--- config.mk ---
export PLATFORM = sky130hd
export DESIGN_NAME = mmio_uart_tx
export DESIGN_NICKNAME = d
export VERILOG_FILES = /design/src/rtl/mmio_pkg.sv /design/src/rtl/sync_fifo.sv /design/src/rtl/mmio_uart_tx.sv
export SDC_FILE = /design/constraint.sdc
export NUM_CORES = 1
export LEC_CHECK = 0
export ABC_AREA = 1
export ABC_CLOCK_PERIOD_IN_PS = 3400
export CAP_MARGIN = 10
export CORE_ASPECT_RATIO = 0.7
export CORE_MARGIN = 8
export CORE_UTILIZATION = 63
export CTS_CLUSTER_SIZE = 14
export DETAILED_ROUTE_END_ITERATION = 6
export DONT_BUFFER_PORTS = 1
export MAX_ROUTING_LAYER = met4
export PLACE_DENSITY = 0.82
export SLEW_MARGIN = 5
export SYNTH_ARGS = -nofsm -noshare
export SYNTH_HDL_FRONTEND = slang
export SYNTH_SLANG_ARGS = --single-unit
--- constraint.sdc ---
create_clock -name clk -period 3.4 [get_ports clk]
set_clock_uncertainty 0.1 [all_clocks]
set_input_delay 1.02 -clock clk [delete_from_list [all_inputs] [get_ports clk]]
set_output_delay 1.02 -clock clk [all_outputs]
set_load 0.02 [all_outputs]
--- src/rtl/mmio_pkg.sv ---
// Shared MMIO definitions: peripheral address map and UART transmitter state encoding.
package mmio_pkg;

    localparam logic [31:0] TX_ADDR_DEFAULT  = 32'h0000_1000;
    localparam logic [31:0] CLR_ADDR_DEFAULT = 32'h0000_1004;

    typedef enum logic [1:0] {
        IDLE  = 2'd0,
        START = 2'd1,
        DATA  = 2'd2,
        STOP  = 2'd3
    } uart_state_t;

endpackage

--- src/rtl/sync_fifo.sv ---
// Single-clock FIFO with a separate occupancy counter; head is presented combinationally.
module sync_fifo #(
    parameter int WIDTH = 8,
    parameter int DEPTH = 8
) (
    input  logic                       clk,
    input  logic                       reset,
    input  logic                       push,
    input  logic                       pop,
    input  logic [WIDTH-1:0]           din,
    output logic [WIDTH-1:0]           dout,
    output logic [$clog2(DEPTH):0]     count,
    output logic                       full,
    output logic                       empty
);

    localparam int AW = $clog2(DEPTH);
    localparam int CW = AW + 1;

    logic [WIDTH-1:0] mem_r [DEPTH];
    logic [AW-1:0]    wr_ptr_r;
    logic [AW-1:0]    rd_ptr_r;
    logic [CW-1:0]    count_r;
    logic             push_ok_s;
    logic             pop_ok_s;

    // A full FIFO still accepts a push when the head leaves in the same cycle.
    assign pop_ok_s  = pop && !empty;
    assign push_ok_s = push && (!full || pop_ok_s);
    assign full      = (count_r == CW'(DEPTH));
    assign empty     = (count_r == {CW{1'b0}});
    assign count     = count_r;
    assign dout      = mem_r[rd_ptr_r];

    // Storage array; no reset needed since count gates every read.
    always_ff @(posedge clk) begin
        if (push_ok_s) begin
            mem_r[wr_ptr_r] <= din;
        end
    end

    // Pointers and occupancy.
    always_ff @(posedge clk or posedge reset) begin
        if (reset) begin
            wr_ptr_r <= {AW{1'b0}};
            rd_ptr_r <= {AW{1'b0}};
            count_r  <= {CW{1'b0}};
        end else begin
            if (push_ok_s) begin
                wr_ptr_r <= wr_ptr_r + AW'(1);
            end
            if (pop_ok_s) begin
                rd_ptr_r <= rd_ptr_r + AW'(1);
            end
            if (push_ok_s && !pop_ok_s) begin
                count_r <= count_r + CW'(1);
            end else if (pop_ok_s && !push_ok_s) begin
                count_r <= count_r - CW'(1);
            end else begin
                count_r <= count_r;
            end
        end
    end

endmodule

--- src/rtl/mmio_uart_tx.sv ---
// Store-snooping UART transmitter: queues byte stores to TX_ADDR and sends them as 8N1 frames.
module mmio_uart_tx
    import mmio_pkg::*;
#(
    parameter int          CLKS_PER_BIT = 868,
    parameter int          FIFO_DEPTH   = 8,
    parameter logic [31:0] TX_ADDR      = TX_ADDR_DEFAULT,
    parameter logic [31:0] CLR_ADDR     = CLR_ADDR_DEFAULT
) (
    input  logic                          clk,
    input  logic                          reset,
    input  logic [31:0]                   value_from_alu,
    input  logic [31:0]                   data_to_write,
    input  logic                          writting_to_mem,
    output logic                          tx,
    output logic                          busy,
    output logic [$clog2(FIFO_DEPTH):0]   fifo_count,
    output logic                          overflow
);

    localparam int                BAUD_W    = $clog2(CLKS_PER_BIT);
    localparam logic [BAUD_W-1:0] BAUD_LAST = BAUD_W'(CLKS_PER_BIT - 1);

    uart_state_t       state_r;
    logic              tx_r;
    logic              overflow_r;
    logic [BAUD_W-1:0] baud_r;
    logic [2:0]        bit_idx_r;
    logic [7:0]        shift_r;

    logic              push_s;
    logic              clr_s;
    logic              pop_s;
    logic              drop_s;
    logic [7:0]        fifo_dout_s;
    logic              fifo_full_s;
    logic              fifo_empty_s;
    logic              unused_data_s;

    assign unused_data_s = ^data_to_write[31:8];

    assign push_s = writting_to_mem && (value_from_alu == TX_ADDR);
    assign clr_s  = writting_to_mem && (value_from_alu == CLR_ADDR);
    assign pop_s  = (state_r == IDLE) && !fifo_empty_s;
    assign drop_s = push_s && fifo_full_s && !pop_s;

    sync_fifo #(
        .WIDTH (8),
        .DEPTH (FIFO_DEPTH)
    ) u_fifo (
        .clk   (clk),
        .reset (reset),
        .push  (push_s),
        .pop   (pop_s),
        .din   (data_to_write[7:0]),
        .dout  (fifo_dout_s),
        .count (fifo_count),
        .full  (fifo_full_s),
        .empty (fifo_empty_s)
    );

    // Sticky overflow flag; a drop in the same cycle as a clear keeps it set.
    always_ff @(posedge clk or posedge reset) begin
        if (reset) begin
            overflow_r <= 1'b0;
        end else if (drop_s) begin
            overflow_r <= 1'b1;
        end else if (clr_s) begin
            overflow_r <= 1'b0;
        end else begin
            overflow_r <= overflow_r;
        end
    end

    // Frame FSM with baud counter, bit index, shift register and registered line output.
    always_ff @(posedge clk or posedge reset) begin
        if (reset) begin
            state_r   <= IDLE;
            tx_r      <= 1'b1;
            baud_r    <= {BAUD_W{1'b0}};
            bit_idx_r <= 3'd0;
            shift_r   <= 8'd0;
        end else begin
            case (state_r)
                IDLE: begin
                    if (!fifo_empty_s) begin
                        shift_r   <= fifo_dout_s;
                        baud_r    <= {BAUD_W{1'b0}};
                        bit_idx_r <= 3'd0;
                        tx_r      <= 1'b0;
                        state_r   <= START;
                    end else begin
                        tx_r <= 1'b1;
                    end
                end
                START: begin
                    if (baud_r == BAUD_LAST) begin
                        baud_r  <= {BAUD_W{1'b0}};
                        tx_r    <= shift_r[0];
                        state_r <= DATA;
                    end else begin
                        baud_r <= baud_r + BAUD_W'(1);
                    end
                end
                DATA: begin
                    if (baud_r == BAUD_LAST) begin
                        baud_r  <= {BAUD_W{1'b0}};
                        shift_r <= {1'b0, shift_r[7:1]};
                        // Look one bit ahead so the line changes on the same edge as the shift.
                        if (bit_idx_r == 3'd7) begin
                            bit_idx_r <= 3'd0;
                            tx_r      <= 1'b1;
                            state_r   <= STOP;
                        end else begin
                            bit_idx_r <= bit_idx_r + 3'd1;
                            tx_r      <= shift_r[1];
                        end
                    end else begin
                        baud_r <= baud_r + BAUD_W'(1);
                    end
                end
                STOP: begin
                    if (baud_r == BAUD_LAST) begin
                        baud_r  <= {BAUD_W{1'b0}};
                        tx_r    <= 1'b1;
                        state_r <= IDLE;
                    end else begin
                        baud_r <= baud_r + BAUD_W'(1);
                    end
                end
                default: begin
                    tx_r    <= 1'b1;
                    state_r <= IDLE;
                end
            endcase
        end
    end

    assign tx       = tx_r;
    assign overflow = overflow_r;
    assign busy     = (state_r != IDLE) || !fifo_empty_s;

endmodule

== Word-level counts from Yosys, hierarchy flattened ==
Memory sizes are Yosys's and may differ from the RTL's.
Index checks and enable logic that the tools add are counted.

* Add/sub/neg operators: 6
* Equality and inequality tests: 13
* Mux-type cells: 28
* Reductions and logical operators: 26

{| class="wikitable"
|+ Operators by type and width
! cell !! count
|-
| == test 32 x 13 -> 1 bit, second input constant || 2
|-
| two-way mux 10 bit || 2
|-
| one-hot mux 10 bit (2 select lines) || 1
|-
| two-way mux 8 bit || 2
|-
| one-hot mux 8 bit (2 select lines) || 1
|-
| adder 10 x 1 -> 10 bit, second input constant || 1
|-
| == test 10 bit, second input constant || 1
|-
| two-way mux 2 bit || 5
|-
| != test 2 bit, second input constant || 5
|-
| adder 3 x 1 -> 3 bit, second input constant || 3
|-
| logical AND 1 bit || 9
|-
| two-way mux 1 bit || 9
|-
| two-way mux 3 bit || 3
|-
| two-way mux 4 bit || 2
|-
| one-hot mux 2 bit (4 select lines) || 1
|-
| nonzero test 2 bit || 4
|-
| one-hot mux 3 bit (2 select lines) || 1
|-
| AND reduction 3 bit || 2
|-
| zero test 1 bit || 5
|-
| AND reduction 5 bit || 1
|-
| adder 4 x 1 -> 4 bit, second input constant || 1
|-
| == test 2 bit, second input constant || 2
|-
| == test 4 bit, second input constant || 1
|-
| zero test 4 bit || 1
|-
| 7 further kinds || 8
|}

* Flip-flop bits (word level): 35
* RAM bits: 64
* Bits of input ports: 67
* Output and inout bits: 7
* Memories: 1

{| class="wikitable"
|+ Memory list
! memory !! depth !! width !! rd ports !! clocked after memory_dff !! write ports !! line !! text
|-
| u_fifo.mem_r || 8 || 8 || 1 || 0 || 1 || sync_fifo.sv:20 || <nowiki>logic [WIDTH-1:0] mem_r [DEPTH];</nowiki>
|}

== Depth between registers and ports, before layout ==
Gate-level depths: netlist of the first run.

* Depth in word-level cells: 10
* Gate-level depth with buffers: 16
* Mapped depth without buffers: 16

== Hierarchy ==
Synthesis of the first run repeated with hierarchy kept, for this count alone.

* Cell total of the unflattened synthesis: 618
* Area, all modules: 5139.9 um^2

{| class="wikitable"
|+ Modules (own cells, without submodules)
! module !! times used !! cells each !! area each (um^2) !! sequential area each (um^2)
|-
| sync_fifo || 1 || 365 || 3413.3 || 2172.1
|-
| mmio_uart_tx || 1 || 253 || 1726.7 || 626.9
|}

== Least setup slack after synthesis of the first run ==
No wires, ideal clock.

* Kind: input-to-reg
* Start: input value_from_alu[3]
* End: register u_fifo.count_r[3], in the netlist u_fifo.count[3]
* Library setup time: 0.117 ns
* Arrival: 2.725 ns
* Setup slack: 0.459 ns
* Stages on the path: 14
* Cells stage by stage: or2_1 > nor2_2 > nand3b_2 > nor2_4 > nand2_1 > inv_1 > ha_1 > inv_1 > ha_1 > a21oi_1 > nand2_1 > xor2_1 > nand2_1 > nand2_1

* Word-level cells in the longest chain between the ends: 6
* Elaborated cells on any way between the ends: 8
* Classes of those cells: 1 x eq/ne; 1 x mux; 6 x reduce/logical

{| class="wikitable"
|+ Ends and longest elaborated chain
! element !! line !! text
|-
| start: declaration || mmio_uart_tx.sv:12 || <nowiki>input logic [31:0] value_from_alu,</nowiki>
|-
| == test 32 x 13 -> 1 bit (*) || mmio_uart_tx.sv:42 || <nowiki>assign push_s = writting_to_mem && (value_from_alu == TX_ADDR);</nowiki>
|-
| logical AND 1 bit (*) || mmio_uart_tx.sv:42 ||
|-
| logical AND 1 bit (*) || sync_fifo.sv:29 || <nowiki>assign push_ok_s = push && (!full || pop_ok_s);</nowiki>
|-
| net u_fifo.push_ok_s || sync_fifo.sv:24 || <nowiki>logic push_ok_s;</nowiki>
|-
| zero test 1 bit || sync_fifo.sv:57 || <nowiki>end else if (pop_ok_s && !push_ok_s) begin</nowiki>
|-
| logical AND 1 bit || sync_fifo.sv:57 ||
|-
| nonzero test 2 bit (no line) || n/a ||
|-
| end signal: assignment || sync_fifo.sv:56 || <nowiki>count_r <= count_r + CW'(1);</nowiki>
|-
| end signal: assignment || sync_fifo.sv:58 || <nowiki>count_r <= count_r - CW'(1);</nowiki>
|-
| end signal: assignment || sync_fifo.sv:60 || <nowiki>count_r <= count_r;</nowiki>
|-
| end: declaration || sync_fifo.sv:23 || <nowiki>logic [CW-1:0] count_r;</nowiki>
|}

The timed path passes the listed nets; every way through them passes the cells marked *.
A chain may end at the register's enable or synchronous reset.

== Final worst setup path of the first run ==
* Start: register state_r[0]
* End: register u_fifo.count_r[3], in the netlist u_fifo.count[3]

* Word-level cells in the longest chain between the ends: 8
* Elaborated cells on any way between the ends: 11
* Classes of those cells: 1 x mux; 10 x reduce/logical

{| class="wikitable"
|+ Ends and longest elaborated chain
! element !! line !! text
|-
| start: declaration || mmio_uart_tx.sv:24 || <nowiki>uart_state_t state_r;</nowiki>
|-
| start signal: assignment || mmio_uart_tx.sv:78 || <nowiki>state_r <= IDLE;</nowiki>
|-
| start signal: assignment || mmio_uart_tx.sv:91 || <nowiki>state_r <= START;</nowiki>
|-
| start signal: assignment || mmio_uart_tx.sv:100 || <nowiki>state_r <= DATA;</nowiki>
|-
| zero test 2 bit (*) || mmio_uart_tx.sv:44 || <nowiki>assign pop_s = (state_r == IDLE) && !fifo_empty_s;</nowiki>
|-
| logical AND 1 bit (*) || mmio_uart_tx.sv:44 ||
|-
| logical AND 1 bit (*) || sync_fifo.sv:28 || <nowiki>assign pop_ok_s = pop && !empty;</nowiki>
|-
| logical OR 1 bit (*) || sync_fifo.sv:29 ||
|-
| logical AND 1 bit (*) || sync_fifo.sv:29 ||
|-
| net u_fifo.push_ok_s || sync_fifo.sv:24 ||
|-
| zero test 1 bit || sync_fifo.sv:57 ||
|-
| logical AND 1 bit || sync_fifo.sv:57 ||
|-
| nonzero test 2 bit (no line) || n/a ||
|}

Marked as above.

==> Flow_metrics.wiki, run 1 <==
{| class="wikitable"
! Metric !! Value
|-
| Result of the run || completed
|-
| Fraction of the core area covered by cells at the end of the flow || 0.689
|-
| Total detailed-routing wirelength || 9590 um
|-
| Total CTS buffers || 9
|-
| Total power after layout || 1.99 mW
|-
| Vias in the first global route || 3304
|-
| Count of inserted antenna diode cells || 0
|-
| Core Footprint || 7320 sq um
|-
| Quantity of I/O buffers inserted on ports || 0
|-
| DR vias || 3391
|-
| Syn Nets || 577
|-
| Worst slew margin relative to its limit || 0.477
|-
| CTS max path bufs || 2
|-
| Global-route wire length before repair || 15700 um
|-
| GPL Wtd Cong || 0.830
|-
| Multiplexer fraction of the synthesized cell area || 0
|-
| Num Clock Sinks || 99
|-
| Ys async rst share || 0.354
|-
| Root Buffer || sky130_fd_sc_hd__clkbuf_8
|-
| Post-layout minimum cycle time || 2.88 ns
|-
| Post-CTS Resized || 0
|-
| Number of levels the H-tree was split into || 3
|-
| Post-synthesis cell area || ~4800 sq um
|-
| Row Count || 26
|-
| IR drop worst, VDD || around 0.31 mV
|-
| HPWL after DPL || 6740 um
|-
| Final setup violation count || 0
|-
| Clock slew at the register clock pins of the worst setup and hold paths || roughly 0.09 ns
|-
| Average detailed-routed wire length per instance || 15.9 um
|-
| Final Cycle Share || 0.848
|-
| Simple-gate portion of the synthesized area || 0.273
|-
| Number of warnings reported in the yosys synthesis log || 0
|-
| Pin count of the biggest net entering global routing || 34
|-
| Category of the worst setup path launch point || flop
|-
| Horizontal extent of the die || around 120 um
|-
| Synthesized-area fraction occupied by ao, oa, aoi and oai cells || 0.0339
|-
| CTS tree || yes
|-
| Number of DRC markers in iteration 0 || about 270
|-
| Dominant register cell in the synthesized netlist || sky130_fd_sc_hd__edfxtp_1
|-
| Count of unique library cells instantiated by Yosys || 36
|-
| Nets@finish || about 600
|-
| DR DRC count || 0
|-
| Initial core utilization || 0.650
|-
| Number of antenna violations at the first check in global routing || 0
|-
| Synth Instances || 496
|-
| Number of max-slew violations in the final report || 0
|-
| Clock network latency to the later pin of the worst-skew pair || 0.37 ns
|-
| Xor/xnor share of the synthesized area || 0.0221
|-
| Antenna violation net count after detailed routing || 0
|-
| Number of iterations in the first detailed-routing pass || 6
|-
| Number of buffers inserted by post-CTS setup repair || 0
|-
| Per-cell via count in the routed design || 5.60
|-
| Endpoint arrival time on the critical path || 3.05 ns
|-
| Setup repair after global routing missed its margin || no
|-
| Die area || about 11000 sq um
|-
| Share of synthesized area occupied by flip-flops and latches || 0.588
|-
| Die Ht || between 80 and 90 um
|-
| Critical-path maximum fanout || 7
|-
| Number of hold-repair buffers added at the cts stage || 0
|-
| Synthesis-to-layout area growth || 5.92%
|-
| Dominant combinational cell family by area after synthesis || simple AND/OR/NAND/NOR gates
|-
| CP endpoint kind || flop
|-
| Critical Path RT || roughly 3.6 ns
|-
| Area share of fa/ha/maj cells after synthesis || 0.0384
|-
| Setup TNS || 0 ns
|-
| Power density normalized to cell area || 395 nW/um^2
|-
| Top-level port count || 74
|-
| Worst slack at placement || 0.268 ns
|-
| Cell leakage power || 2.07 nW
|-
| Timing-limited maximum frequency || 347 MHz
|-
| Setup Crit Path Kind || reg -> reg
|-
| Max-cap violations || 0
|-
| Final Worst Setup Slack || between 0.5 and 0.6 ns
|-
| Final Hold Slack || approximately 0.39 ns
|-
| Hold/Removal Path Class || reg -> reg
|-
| Hold violation count in the final report || 0
|-
| Post-synth EDFFs || 64
|-
| Flip-flop and latch count after synthesis || 99
|-
| Global-route usage over all layers || 0.196
|-
| Worst Max-Slew Pin Slew || 0.783 ns
|-
| Average cell area after synthesis || 9.59 sq um
|-
| Total grt overflow || 0
|-
| Layout cells sized above 1 || 0.0947
|}
area by class of cell:
cell class                      instances  area [sq um]
Inverter                               31           116
Sequential cell                        99          2800
Tap cell                               98           123
Clock buffer                           11           131
Fill cell                             541          2280
Clock inverter                          5          46.3
Timing Repair Buffer                   10          75.1
Multi-Input combinational cell        351          1750
sequential cells by signal, summed over array words and instances (netlist names):
| name | cells |
|---|---|
| u_fifo.mem_r | 64 |
| baud_r | 10 |
| shift_r | 8 |
| u_fifo.count | 4 |
| bit_idx_r | 3 |
| u_fifo.rd_ptr_r | 3 |
| u_fifo.wr_ptr_r | 3 |
| state_r | 2 |
| overflow | 1 |
| tx | 1 |
routing by layer:
layer  track usage  wire length (um)  share of wire  vias up
met1         0.235              4070           0.42     1611
met5             -                 0              0        -
met3        0.0472               767          0.080        8
li1              -                 -              -     1656
met2         0.321              4680           0.49      116
met4        0.0677                74         0.0077        0
kinds of logic after synthesis:
family,count (synthesis)
AO/OA/AOI/OAI,28
XOR/XNOR,12
adder cells (fa/ha/maj),14
buffers and inverters,46
flip-flops,99
AND/OR/NAND/NOR,297
synth_stat cells, types with 2 or more instances:
cell type / instances / share of area
sky130_fd_sc_hd__edfxtp_1: 64 / 0.40
sky130_fd_sc_hd__nor2_2: 9 / 0.012
sky130_fd_sc_hd__inv_1: 27 / 0.021
sky130_fd_sc_hd__nor2_4: 2 / 0.0047
sky130_fd_sc_hd__xnor2_1: 5 / 0.0092
sky130_fd_sc_hd__o211ai_1: 2 / 0.0032
sky130_fd_sc_hd__nand4_1: 2 / 0.0026
sky130_fd_sc_hd__buf_2: 12 / 0.013
sky130_fd_sc_hd__nand3_1: 67 / 0.070
sky130_fd_sc_hd__nand3_2: 2 / 0.0042
sky130_fd_sc_hd__o21ai_0: 16 / 0.017
sky130_fd_sc_hd__inv_2: 3 / 0.0024
sky130_fd_sc_hd__o22ai_1: 2 / 0.0026
sky130_fd_sc_hd__xor2_1: 7 / 0.013
sky130_fd_sc_hd__nor3_1: 3 / 0.0032
sky130_fd_sc_hd__nand2_1: 148 / 0.12
sky130_fd_sc_hd__nor2_1: 58 / 0.046
sky130_fd_sc_hd__ha_1: 13 / 0.034
sky130_fd_sc_hd__o21ai_1: 2 / 0.0021
sky130_fd_sc_hd__a21oi_1: 3 / 0.0032
sky130_fd_sc_hd__dfrtp_1: 34 / 0.18
worst max-delay path, stage by stage, from the launching register on:
cell and delay [ns]:
sky130_fd_sc_hd__dfrtp_1 0.45, sky130_fd_sc_hd__inv_1 0.11, sky130_fd_sc_hd__ha_1 0.33, sky130_fd_sc_hd__nor2_1 0.13, sky130_fd_sc_hd__nand3_1 0.27, sky130_fd_sc_hd__nand2_1 0.22, sky130_fd_sc_hd__inv_1 0.06, sky130_fd_sc_hd__ha_1 0.21
sky130_fd_sc_hd__inv_1 0.12, sky130_fd_sc_hd__ha_1 0.28, sky130_fd_sc_hd__a21oi_1 0.16, sky130_fd_sc_hd__nand2_1 0.07, sky130_fd_sc_hd__xor2_1 0.14, sky130_fd_sc_hd__nand2_1 0.06, sky130_fd_sc_hd__nand2_1 0.04
placed cells by master, fill, tap and decap left out, types with 9 or more instances in the layout:
| cell type | netlist | final |
|---|---|---|
| sky130_fd_sc_hd__ha_1 | 13 | 13 |
| sky130_fd_sc_hd__nand2_1 | 148 | 148 |
| sky130_fd_sc_hd__nand3_1 | 67 | 67 |
| sky130_fd_sc_hd__nor2_2 | 9 | 9 |
| sky130_fd_sc_hd__edfxtp_1 | 64 | 64 |
| sky130_fd_sc_hd__dfrtp_1 | 34 | 34 |
| sky130_fd_sc_hd__nor2_1 | 58 | 58 |
| sky130_fd_sc_hd__clkbuf_8 | 0 | 9 |
| sky130_fd_sc_hd__o21ai_0 | 16 | 16 |
| sky130_fd_sc_hd__buf_4 | 1 | 10 |
| sky130_fd_sc_hd__inv_1 | 27 | 27 |
final timing paths:
check / from / to / slack (ns) / cells after the start
min in group asynchronous: reset / overflow / 0.57 / 1
worst max register to register: state_r[0] / u_fifo.count[3] / 0.52 / 14
worst max-delay path: state_r[0] / u_fifo.count[3] / 0.52 / 14
max in group asynchronous: reset / shift_r[6] / 1.91 / 2
worst min register to register: shift_r[6] / shift_r[6] / 0.39 / 2
worst min-delay path: shift_r[6] / shift_r[6] / 0.39 / 2
report_power, final:
part	total, mW	switching (mW)	internal, mW
clock	0.690	0.411	0.278
sequential	1.28	0.00000000354	1.28
combinational	0.0192	0.0136	0.00556
stage by stage:
| step | instance area (sq um) | std cells |
|---|---|---|
| detailed placement | 4860 | 589 |
| global placement | 4860 | 589 |
| floorplan | 4760 | 496 |
| finish | 5040 | 605 |
| global route | 5040 | 605 |
| CTS | 5040 | 605 |
No activity file was read; power rests on OpenSTA's default activity.
==> run 2: changes to the inputs <==
ABC_CLOCK_PERIOD_IN_PS = 2300   (was 3400)
CORE_UTILIZATION = 57   (was 63)
PLACE_DENSITY = 0.78   (was 0.82)
clock period = 2.3 ns   (was 3.4 ns; I/O delays follow)
==> Flow_metrics.wiki, run 2 (same netlist as run 1, synthesis figures left out) <==
{| class="wikitable"
! Metric !! Value
|-
| Result of the run || completed
|-
| Number of iterations in the first detailed-routing pass || 5
|-
| DR DRC count || 0
|-
| CTS max path bufs || 2
|-
| Total grt overflow || 0
|-
| CTS tree || yes
|-
| # placed instances || ~600
|-
| Number of hold-repair buffers added at the cts stage || 0
|-
| Die Ht || 92.4 um
|-
| Total detailed-routing wirelength || slightly above 10000 um
|-
| Fraction of the core area covered by cells at the end of the flow || 0.653
|-
| Number of cells on the worst reg-to-reg path || 14
|-
| Clock network latency to the later pin of the worst-skew pair || between 0.3 and 0.4 ns
|-
| Hold violation count in the final report || 0
|-
| Total CTS buffers || 9
|-
| Clock slew at the register clock pins of the worst setup and hold paths || roughly 0.070 ns
|-
| Largest registers in the final layout || u_fifo.mem_r x64, baud_r x10, shift_r x8
|-
| GPL Wtd Cong || 0.810
|-
| Critical-path maximum fanout || 9
|-
| CP endpoint kind || output pin
|-
| Count of inserted antenna diode cells || 0
|-
| Setup TNS || 0 ns
|-
| Initial core utilization || 0.576
|-
| Number of DRC markers in iteration 0 || 325
|-
| Endpoint arrival time on the critical path || approximately 1.4 ns
|-
| Final Non-Filler Cells || 634
|-
| Leading cell type in the layout, fill and taps excluded || sky130_fd_sc_hd__nand2_1
|-
| Synthesis-to-layout area growth || 13.5%
|-
| Antenna violation net count after detailed routing || 0
|-
| Critical Path Start || state_r[1]
|-
| Global-route usage over all layers || 0.181
|-
| Setup Crit Path Kind || reg -> out
|-
| Number of levels the H-tree was split into || 3
|-
| Fillcell total || 605
|-
| Nets@finish || around 610
|-
| Layout cells sized above 1 || 0.155
|-
| Num Clock Sinks || ~100
|-
| Quantity of I/O buffers inserted on ports || 0
|-
| DR vias || 3444
|-
| Horizontal extent of the die || 125 um
|-
| Row Count || 28
|-
| Cell leakage power || 2.25 nW
|-
| Hold/Removal Path Class || in -> async
|-
| Largest Register || u_fifo.mem_r
|-
| Global-route wire length before repair || 16400 um
|-
| Top-level port count || 74
|-
| R2R setup slack || 0.11 ns
|-
| Post-layout minimum cycle time || about 2.2 ns
|-
| Core Footprint || 8270 sq um
|-
| Die area || between 10000 and 15000 sq um
|-
| Final Hold Slack || 0.242 ns
|-
| Critical R2R Capture || u_fifo.count[3]
|-
| Power density normalized to cell area || 631 nW/um^2
|-
| Leading cell types in the layout, fill and taps excluded || sky130_fd_sc_hd__nand2_1 (147), sky130_fd_sc_hd__nand3_1 (66), sky130_fd_sc_hd__edfxtp_1 (64)
|-
| Number of antenna violations at the first check in global routing || 0
|-
| Number of max-slew violations in the final report || 0
|-
| FF-to-FF Start || state_r[1]
|-
| HPWL after DPL || 6910 um
|-
| Final setup violation count || 0
|-
| Timing-limited maximum frequency || approximately 460 MHz
|-
| Average detailed-routed wire length per instance || 16.1 um
|-
| Number of flip-flops under the largest register name || between 60 and 70
|-
| Worst slew margin relative to its limit || 0.592
|-
| Critical Path RT || 1.51 ns
|-
| Worst Max-Slew Pin Slew || slightly above 0.6 ns
|-
| Category of the worst setup path launch point || flop
|-
| IR drop worst, VDD || 0.590 mV
|-
| Per-cell via count in the routed design || between 5 and 6
|-
| Final Cycle Share || 0.955
|-
| Pin count of the biggest net entering global routing || 36
|-
| Max-cap violations || 0
|-
| Root Buffer || sky130_fd_sc_hd__clkbuf_16
|-
| Vias in the first global route || 3355
|}
[run 2: changes by cell type in the layout (fill, tap and decap cells not counted), sizes merged]
cell    delta
buf       +22
clkbuf     -2
clkinv     -1
inv        +3
[run 2: timing repair]
action | CTS | global route
resized for setup | 0 | 5
setup endpoints to repair | 0 | 4
buffers inserted | 0 | 3
[run 2: final cells by class]
cell class                 instances  area (sq um)  share of cell area
clock inverter                     7          76.3              0.0141
clock buffer                       9           225              0.0417
timing repair buffer              32           240              0.0445
multi-input combinational        351          1810               0.335
inverter                          31           119              0.0220
tap                              105           131              0.0243
sequential                        99          2800               0.518
[run 2: how the worst max path moves through the flow]
stage,end,slack [ns],cells after the start
2_1_floorplan,u_fifo.count[3],-0.15,14
3_3_place_gp,u_fifo.count[3],-0.15,15
3_5_place_dp,u_fifo.count[2],-0.22,12
4_1_cts,busy,0.001,4
5_1_grt,u_fifo.count[3],-0.05,14
6_report,busy,0.10,4
[run 2: per-layer routing]
metal  global-route usage  routed length [um]  vias up
li1                     -                   -     1701
met5                    -                   0        -
met1                0.219                4360     1594
met2                0.300                4980      127
met4               0.0494                 151        0
met3               0.0459                 707       22
[run 2: power breakdown]
group | switching [mW] | leakage (nW) | internal, mW
clock network | 0.704 | 0.149 | 0.775
logic | 0.0211 | 1.09 | 0.0110
registers | 0.00000000195 | 1.01 | 1.90
total | 0.725 | 2.25 | 2.68
[run 2: worst max-delay path, stage by stage (launching register included)]
cell                      delay (ns)
sky130_fd_sc_hd__dfrtp_1        0.42
sky130_fd_sc_hd__inv_1          0.16
sky130_fd_sc_hd__ha_4           0.19
sky130_fd_sc_hd__buf_4          0.12
sky130_fd_sc_hd__nand3_4        0.17
[run 2: per-stage QoR]
stage               cell area [sq um]  total power [mW]  setup WS (ns)
floorplan                        4800              1.96         -0.152
global placement                 5060              1.97         -0.148
detailed placement               5060              1.97         -0.221
CTS                              5360              3.42        0.00114
global route                     5400              3.51        -0.0509
finish                           5400              3.41          0.104
